===== config.mk =====
export PLATFORM = sky130hd
export DESIGN_NAME = push_tx
export DESIGN_NICKNAME = d
export VERILOG_FILES = /design/src/rtl/push_tx.sv
export SDC_FILE = /design/constraint.sdc
export NUM_CORES = 1
export LEC_CHECK = 0
export ABC_AREA = 1
export BUFFER_PORTS_ARGS = -buffer_cell sky130_fd_sc_hd__buf_4
export CAP_MARGIN = 5
export CORE_MARGIN = 8
export CORE_UTILIZATION = 26
export CTS_CLUSTER_SIZE = 12
export DETAILED_ROUTE_END_ITERATION = 16
export GPL_ROUTABILITY_DRIVEN = 0
export HOLD_SLACK_MARGIN = 0.06
export PLACE_DENSITY = 0.5
export SLEW_MARGIN = 20
export SYNTH_ARGS = -nofsm -noshare
export SYNTH_HDL_FRONTEND = slang
export SYNTH_SLANG_ARGS = --single-unit

===== constraint.sdc =====
create_clock -name clock -period 3.3 [get_ports clock]
set_input_delay 0.165 -clock clock [delete_from_list [all_inputs] [get_ports clock]]
set_output_delay 0.165 -clock clock [all_outputs]
set_load 0.02 [all_outputs]

===== src/rtl/push_tx.sv =====
`default_nettype none
// ============================================================================
// Module   : push_tx
// Purpose  : Push-sequence generator driving a push counter's button lines.
//            On an accepted start it holds reg_en high and emits `count`
//            press/release pulses on button line `key_sel`, then pulses done.
// Ports    : clock        - system clock, rising edge
//            reset        - asynchronous, active-low
//            start        - burst request, accepted only while idle
//            count[3:0]   - presses requested, sampled on accept
//            key_sel      - button line to drive, sampled on accept
//            abort        - cut a running burst short (goes to DONE)
//            push_out     - press lines, one-hot on key_sel during a press
//            reg_en       - counter enable, high from setup to last gap
//            busy         - high whenever not idle
//            done         - one-cycle completion pulse
//            pushes_left  - presses not yet completed
//            ring_in/err  - echo compare of the counter's ring output
//                           (present only with PUSH_TX_ECHO_EN defined;
//                           the echo ring needs WIDTH >= 2)
// Revision : 1.0 - initial release
// ============================================================================
module push_tx #(
  parameter int WIDTH     = 8,
  parameter int PRESS_CYC = 2,
  parameter int GAP_CYC   = 3,
  localparam int SEL_W    = (WIDTH > 1) ? $clog2(WIDTH) : 1
) (
  input  logic             clock,
  input  logic             reset,
  input  logic             start,
  input  logic [3:0]       count,
  input  logic [SEL_W-1:0] key_sel,
  input  logic             abort,
`ifdef PUSH_TX_ECHO_EN
  input  logic [WIDTH-1:0] ring_in,
  output logic             err,
`endif
  output logic [WIDTH-1:0] push_out,
  output logic             reg_en,
  output logic             busy,
  output logic             done,
  output logic [3:0]       pushes_left
);

  // Phase counter only ever holds (cycles - 1) of the longer phase.
  localparam int CNT_MAX = (PRESS_CYC > GAP_CYC) ? PRESS_CYC : GAP_CYC;
  localparam int CNT_W   = (CNT_MAX > 1) ? $clog2(CNT_MAX) : 1;

  typedef enum logic [2:0] {
    S_IDLE  = 3'd0,
    S_SETUP = 3'd1,
    S_PRESS = 3'd2,
    S_GAP   = 3'd3,
    S_DONE  = 3'd4
  } state_t;

  state_t           r_state;
  state_t           w_next;
  logic [CNT_W-1:0] r_cnt;
  logic [SEL_W-1:0] r_key;
  logic             w_last;
  logic             w_accept;
  logic             w_press_done;
  logic [WIDTH-1:0] w_line;

  always_comb begin
    w_last       = (r_cnt == '0);
    w_accept     = (r_state == S_IDLE) && start;
    // A press counts as completed only if it is not cut by abort.
    w_press_done = (r_state == S_PRESS) && w_last && !abort;

    w_next = r_state;
    case (r_state)
      S_IDLE:  if (start) w_next = (count != 4'd0) ? S_SETUP : S_DONE;
      S_SETUP: w_next = abort ? S_DONE : S_PRESS;
      S_PRESS: begin
        if (abort)       w_next = S_DONE;
        else if (w_last) w_next = S_GAP;
      end
      S_GAP: begin
        if (abort)       w_next = S_DONE;
        else if (w_last) w_next = (pushes_left != 4'd0) ? S_PRESS : S_DONE;
      end
      S_DONE:  w_next = S_IDLE;
      default: w_next = S_IDLE;
    endcase

    // One-hot decode; an out-of-range key matches no line, so nothing is driven.
    w_line = '0;
    for (int i = 0; i < WIDTH; i++) begin
      w_line[i] = (r_key == i[SEL_W-1:0]);
    end
  end

  // Outputs are produced from the next state so they line up with it.
  always_ff @(posedge clock or negedge reset) begin
    if (!reset) begin
      r_state     <= S_IDLE;
      r_cnt       <= '0;
      r_key       <= '0;
      push_out    <= '0;
      reg_en      <= 1'b0;
      busy        <= 1'b0;
      done        <= 1'b0;
      pushes_left <= 4'd0;
    end else begin
      r_state <= w_next;

      if (w_next != r_state) begin
        if (w_next == S_PRESS)    r_cnt <= CNT_W'(PRESS_CYC - 1);
        else if (w_next == S_GAP) r_cnt <= CNT_W'(GAP_CYC - 1);
        else                      r_cnt <= '0;
      end else if (r_cnt != '0) begin
        r_cnt <= r_cnt - CNT_W'(1);
      end

      if (w_accept) begin
        r_key       <= key_sel;
        pushes_left <= count;
      end else if (w_press_done && (pushes_left != 4'd0)) begin
        pushes_left <= pushes_left - 4'd1;
      end

      push_out <= (w_next == S_PRESS) ? w_line : '0;
      reg_en   <= (w_next == S_SETUP) || (w_next == S_PRESS) || (w_next == S_GAP);
      busy     <= (w_next != S_IDLE);
      done     <= (w_next == S_DONE);
    end
  end

`ifdef PUSH_TX_ECHO_EN
  // Expected ring value of the counter; starts empty and seeds bit 0 on the
  // first completed press, then rotates once per completed press.
  logic [WIDTH-1:0] r_exp;

  always_ff @(posedge clock or negedge reset) begin
    if (!reset) begin
      r_exp <= '0;
      err   <= 1'b0;
    end else if (w_accept) begin
      r_exp <= '0;
      err   <= 1'b0;
    end else begin
      if (w_press_done) begin
        r_exp <= {r_exp[WIDTH-2:0], r_exp[WIDTH-1] | (r_exp == '0)};
      end
      if ((r_state == S_GAP) && w_last && (ring_in != r_exp)) begin
        err <= 1'b1;
      end
    end
  end
`endif

endmodule
`default_nettype wire


==> results of run 1 <==
cell type report:
class,count,area share (%)
multi-input cells,99,34.40
repair buffers,26,13.26
well taps,52,4.362
inverters,25,6.292
clock inverters,1,0.3356
clock buffers,3,2.768
flip-flops and latches,23,38.59
worst register-to-register path, cell delays in order, from the launching register on:
cell and delay (ns):
dfrtp_1 0.44, nor2_2 0.16, nand3_2 0.13, inv_1 0.33, nand2_1 0.15, nand3_1 0.12
nand2_1 0.05, nand2_1 0.10, nor2_2 0.05, nor2_1 0.09, nor2_1 0.05
kinds of logic after synthesis:
logic type      count (synthesis)  share of synthesized area, %
compound gates                 18                         9.149
buf+inv                        26                         8.518
fa+ha+maj                       3                         3.155
xor+xnor                        1                        0.7362
flops                          23                         48.37
simple gates                   77                         30.07
state kept, by name (all words and copies together), names as in the netlist:
name         cells
push_out         8
r_key            3
pushes_left      4
reg_en           1
busy             1
r_state          3
done             1
r_cnt            2
report_power, final:
part / internal, W / switching, W / total [W]
clock: 0.0000842 / 0.0000917 / 0.000176
combinational: 0.000241 / 0.000428 / 0.000670
sequential: 0.000377 / 0.0000799 / 0.000457
worst paths after layout:
check | from | to | depth (start not counted)
worst max register to register | r_state[0] | r_cnt[0] | 10
max in group asynchronous | reset | push_out[0] | 2
worst max-delay path | r_state[0] | r_cnt[0] | 10
worst min-delay path | key_sel[1] | r_key[1] | 3
min in group asynchronous | reset | pushes_left[0] | 2
worst min register to register | r_key[0] | push_out[3] | 2
per-stage QoR:
| stage | hold WS [ns] | util, % | cells | worst slack, ns |
|---|---|---|---|---|
| after floorplan | -0.1306 | - | 148 | 1.718 |
| after global placement | 0.07319 | 32.73 | 224 | 1.492 |
| after detailed placement | 0.08420 | 32.73 | 224 | 1.559 |
| after CTS | 0.1048 | 34.02 | 229 | 1.525 |
| after global routing | 0.1299 | 34.02 | 229 | 1.340 |
| final | 0.1115 | 34.02 | 229 | 1.541 |
synth_stat cells (all sizes together):
master and number:
a21oi 5, buf 1, dfrtp 23, ha 3, inv 25, nand2 34, nand3 13, nand4 2
nor2 26, nor3 2, o211ai 2, o21ai 10, o31ai 1, xnor2 1
layer usage:
metal / GRT usage [%] / part of all wire, % / vias up / wire (µm)
met4: 3.925 / 1.3 / 0 / 35
met3: 2.930 / 5.3 / 4 / 146
li1: - / - / 519 / -
met2: 13.26 / 49 / 15 / 1355
met5: 0 / 0 / - / 0
met1: 9.267 / 44 / 485 / 1218
==> metrics.md, run 1 <==
| Metric | Value |
|---|---|
| Clock H-tree levels | 1 |
| Outcome | complete, no violations |
| Most common library cell in the layout ignoring fill and taps | nand2_1 |
| Number of CTS-inserted buffers | 3 |
| Initial core utilization | 27.14% |
| Wire length of the first global-routing pass | 4836 µm |
| Cell with the most instances on the worst path | nand2_1 |
| CTS Buffer Depth | 2 |
| Area share of the leading cell type in the synthesized netlist | 48.37% |
| Type of origin of the critical path | flop |
| Number of instances in the synthesized netlist | 148 |
| Final-report hold violation count | 0 |
| Overall track demand over capacity in global routing | 8.178% |
| Largest voltage drop on the vdd net | 0.3630 mV |
| Width of the chip | 83.65 µm |
| Final non-filler cell area | 0.001491 mm² |
| Register clock-pin slew on the reported worst setup and hold paths | 0.08 ns |
| Crit share post-route | 53.30% |
| Number of distinct library cell variants in the gate-level netlist after synthesis | 20 |
| Measured slew at the worst slew-check pin | 0.3765 ns |
| Combined area of the multi-input logic cells | 513.0 µm² |
| Headroom to the max-slew limit | 74.87% |
| Port-buffer cells | 25 |
| Post-detail-place hpwl | 2220 µm |
| Clock sink count | 23 |
| Type of the tightest min-delay check | in -> reg |
| Tot Pwr | 0.001303 W |
| Clock latency reported for the late side of the worst-skew pair | 0.26 ns |
| 1st-pass router iterations | 4 |
| Max-capacitance violation count | 0 |
| Overall overflow remaining after global route | 0 |
| Most used cells in the layout excluding fill and tap cells | nand2_1, buf_4, inv_1, dfrtp_1, nor2_1 |
| Combined flip-flop and latch cell area | 575.6 µm² |
| Instance area after placement | 0.001435 mm² |
| Wire length after detailed routing | 2755 µm |
| Total power divided by cell area | 873.6 mW/mm² |
| Hold-fix buffers at CTS | 1 |
| Crit path max-delay family | simple AND/OR/NAND/NOR gates |
| Crit Path Class | reg -> reg |
| Number of routed nets with antenna violations | 0 |
| Type of element capturing the critical path | flop |
| Antenna violations before repair | 0 |
| Most area-consuming cells after synthesis | dfrtp_1, nand2_1, inv_1 |
| Initial DRC Count | 47 |
| Top-Level Pins | 26 |
| Endpoint required time on the critical path | 3.45 ns |
| Diodes inserted | 0 |
| Library cell occupying the most area in the post-synthesis netlist | dfrtp_1 |
| Worst-case clock skew | 0.002549 ns |
| Post-Syn Nets | 162 |
| Slowest cell on crit path | dfrtp_1 |
| Ratio of cells with drive above 1 in the final layout | 24.29% |
| Core area | 0.004384 mm² |
| Biggest fanout along the worst timing path | 14 |
| Number of endpoints failing setup at the final stage | 0 |
| Cell area after technology mapping | 0.001190 mm² |
| Maximum number of pins on one net before global-route repair | 24 |
| Data arrival at the endpoint of the critical path | 1.91 ns |
| CTS tree | built |
| Register-to-register setup slack | 1.54 ns |
| Setup repair after global routing missed its margin | no |
| Sequential fraction of the synthesis area | 48.37% |
| Worst Path Buf+Inv | 1 |
| Static leakage power | 0.7860 nW |
| Per-cell via count in the routed design | 4.467 |
| Post-CTS Setup Bufs | 0 |
| Ordered list of cells on the worst path | nor2_2, nand3_2, inv_1, nand2_1, nand3_1, nand2_1, nand2_1, nor2_2, nor2_1, nor2_1 |
| Min Clock Period, post-route | 1.759 ns |
| Routed wire per std cell | 12.03 µm |
| Post-route setup TNS | 0 ns |
| Residual DRC count | 0 |
| Placement Rows | 24 |
| Average size of a mapped cell | 8.040 µm² |
| Layout Nets | 192 |
| Number of global-route vias before repair | 1,083 |
| Height of the die | 83.65 µm |
| Die Outline Area | 0.006997 mm² |
| Yosys Warn Count | 0 |
| Max Transition Viols Final | 0 |
| Number of inserted filler cells in the final layout | 479 |
| Register bit total from synthesis | 23 |
| Cells resized by post-CTS repair | 0 |
| Critical path's largest stage delay | 0.44 ns |
| Fmax | 568.6 MHz |
| Area grow syn2layout | 25.34% |
| Master cell of the clock root buffer | clkbuf_8 |
| Vias after detailed routing | 1,023 |
Power figures use the tool's default switching activity.
==> run 2: changes to the inputs <==
PLACE_DENSITY = 0.52   (was 0.5)
clock period = 1.5 ns   (was 3.3 ns; I/O delays follow)
==> metrics.md, run 2 (synthesis results as in run 1) <==
| Metric | Value |
|---|---|
| Per-cell via count in the routed design | 4.434 |
| Final-report hold violation count | 0 |
| Static leakage power | 0.8764 nW |
| Residual DRC count | 0 |
| Clock sink count | 23 |
| CTS Buffer Depth | 2 |
| Clock latency reported for the late side of the worst-skew pair | 0.26 ns |
| Crit Path Class | reg -> reg |
| Clock H-tree levels | 1 |
| CTS tree | built |
| Overall overflow remaining after global route | 0 |
| Type of the tightest min-delay check | in -> reg |
| Number of placed instances, taps included | 237 |
| Flip-flop count of the largest register after layout | 8 |
| Port-buffer cells | 25 |
| Crit share post-route | 101.1% |
| Most common library cell in the layout ignoring fill and taps | buf_4 |
| Register name with the most flops | push_out |
| Routed wire per std cell | 11.86 µm |
| Placement Rows | 24 |
| Ordered list of cells on the worst path | inv_2, ha_4, nand3_4, inv_1, o211ai_1, nand2_2, nor2_4, nand2_2, nor2_1 |
| Layout Nets | 212 |
| 1st-pass router iterations | 4 |
| Post-route setup TNS | -0.01649 ns |
| Seq pwr share | 28.2% |
| Worst Setup Slack, final | -0.01649 ns |
| Comb pwr share | 60.3% |
| Vias after detailed routing | 1,104 |
| Setup repair after global routing missed its margin | yes |
| Biggest fanout along the worst timing path | 4 |
| Worst-case clock skew | 0.008081 ns |
| Number of CTS-inserted buffers | 3 |
| Largest registers | push_out (8), pushes_left (4) |
| Measured slew at the worst slew-check pin | 0.3022 ns |
| Final standard cell utilization of the core | 40.04% |
| Switching Fraction | 44.59% |
| Type of element capturing the critical path | flop |
| Slowest cell on crit path | dfrtp_1 |
| Critical path's largest stage delay | 0.37 ns |
| Headroom to the max-slew limit | 79.85% |
| Initial core utilization | 27.14% |
| Ratio of cells with drive above 1 in the final layout | 44.16% |
| Maximum number of pins on one net before global-route repair | 24 |
| Wire length of the first global-routing pass | 5257 µm |
| Post-placement setup slack | -0.1315 ns |
| Switching Power | 0.001529 W |
| Max-capacitance violation count | 0 |
| Wire length after detailed routing | 2954 µm |
| Endpoint required time on the critical path | 1.69 ns |
| Most used cells in the layout excluding fill and tap cells | buf_4, nand2_1, dfrtp_1 |
| Outcome | complete, but fails checks |
| Cell with the most instances on the worst path | nand2_2 |
| Master cell of the clock root buffer | clkbuf_8 |
| Width of the chip | 83.65 µm |
| Die Outline Area | 0.006997 mm² |
| Height of the die | 83.65 µm |
| Final cell count without fillers | 249 |
| Area grow syn2layout | 47.53% |
| Overall track demand over capacity in global routing | 8.847% |
| Number of endpoints failing setup at the final stage | 1 |
| Type of origin of the critical path | flop |
| Max Transition Viols Final | 0 |
| Min Clock Period, post-route | 1.516 ns |
| Core area | 0.004384 mm² |
| Register clock-pin slew on the reported worst setup and hold paths | 0.09 ns |
| Clk network pwr share | 11.5% |
| Number of global-route vias before repair | 1,150 |
| Post-detail-place hpwl | 2247 µm |
| Data arrival at the endpoint of the critical path | 1.71 ns |
| Largest voltage drop on the vdd net | 0.4363 mV |
| Violations in the final reports | negative setup slack |
| Fmax | 659.4 MHz |
| Total power divided by cell area | 1954 mW/mm² |
| Top-Level Pins | 26 |
| Diodes inserted | 0 |
| Initial DRC Count | 28 |
| Internal cell power | 0.001901 W |
| Antenna violations before repair | 0 |
| Number of routed nets with antenna violations | 0 |
run 2: changes by cell type in the layout (fill, tap and decap cells not counted), sizes merged:
cell	delta
buf	+16
dlygate4sd3	+4
run 2: area by class of cell:
class / instances / area [µm²]
clock buffer: 3 / 41.29
tap: 52 / 65.06
timing repair buffer: 46 / 357.8
fill: 446 / 2629
inverter: 25 / 93.84
sequential: 23 / 578.1
clock inverter: 1 / 5.005
multi-input combinational: 99 / 614.3
run 2: what timing repair did:
item / in CTS / in global routing
buffers inserted: 2 / 1
setup endpoints to repair: 16 / 17
gates resized for setup: 20 / 12
pin swaps: 14 / 5
hold buffers: 5 / 0
endpoints found under the hold margin: 27 / 0
run 2: power groups by stage:
stage          clock network (W)  logic, W  registers, W
2_1_floorplan                  0  0.000951       0.00112
3_3_place_gp                   0   0.00177      0.000971
3_5_place_dp                   0   0.00175      0.000975
4_1_cts                 0.000418   0.00198      0.000967
5_1_grt                 0.000446   0.00233      0.000994
6_report                0.000393   0.00207      0.000968
run 2: per-stage QoR:
stage,instance area (µm²),hold WS (ns),power (W)
after floorplan,1195,-0.2206,0.002072
after detailed placement,1538,-0.009669,0.002730
after global routing,1755,0.1516,0.003765
after global placement,1538,-0.01036,0.002737
final,1755,0.1023,0.003430
after CTS,1722,0.1229,0.003365
run 2: layer usage:
layer	vias up	track usage [%]	routed length, µm
li1	563	-	-
met4	0	2.355	27
met2	20	15.09	1426
met3	4	2.246	134
met1	517	10.67	1365
met5	-	0	0
run 2: worst max-delay path, delay by kind of cell (launching register included):
family / cells / cell delay [ns]
buf+inv: 2 / 0.11
simple gates: 5 / 0.58
flops: 1 / 0.37
fa+ha+maj: 1 / 0.17
compound gates: 1 / 0.20
run 2: final timing paths:
check | cells past startpoint | end | slack [ns] | from
max in group asynchronous | 2 | pushes_left[1] | 1.02 | reset
setup reg to reg | 9 | push_out[0] | -0.02 | r_cnt[0]
hold / removal | 3 | pushes_left[1] | 0.10 | count[1]
setup / recovery | 9 | push_out[0] | -0.02 | r_cnt[0]
hold reg to reg | 2 | push_out[3] | 0.56 | r_key[0]
min in group asynchronous | 2 | pushes_left[3] | 0.23 | reset
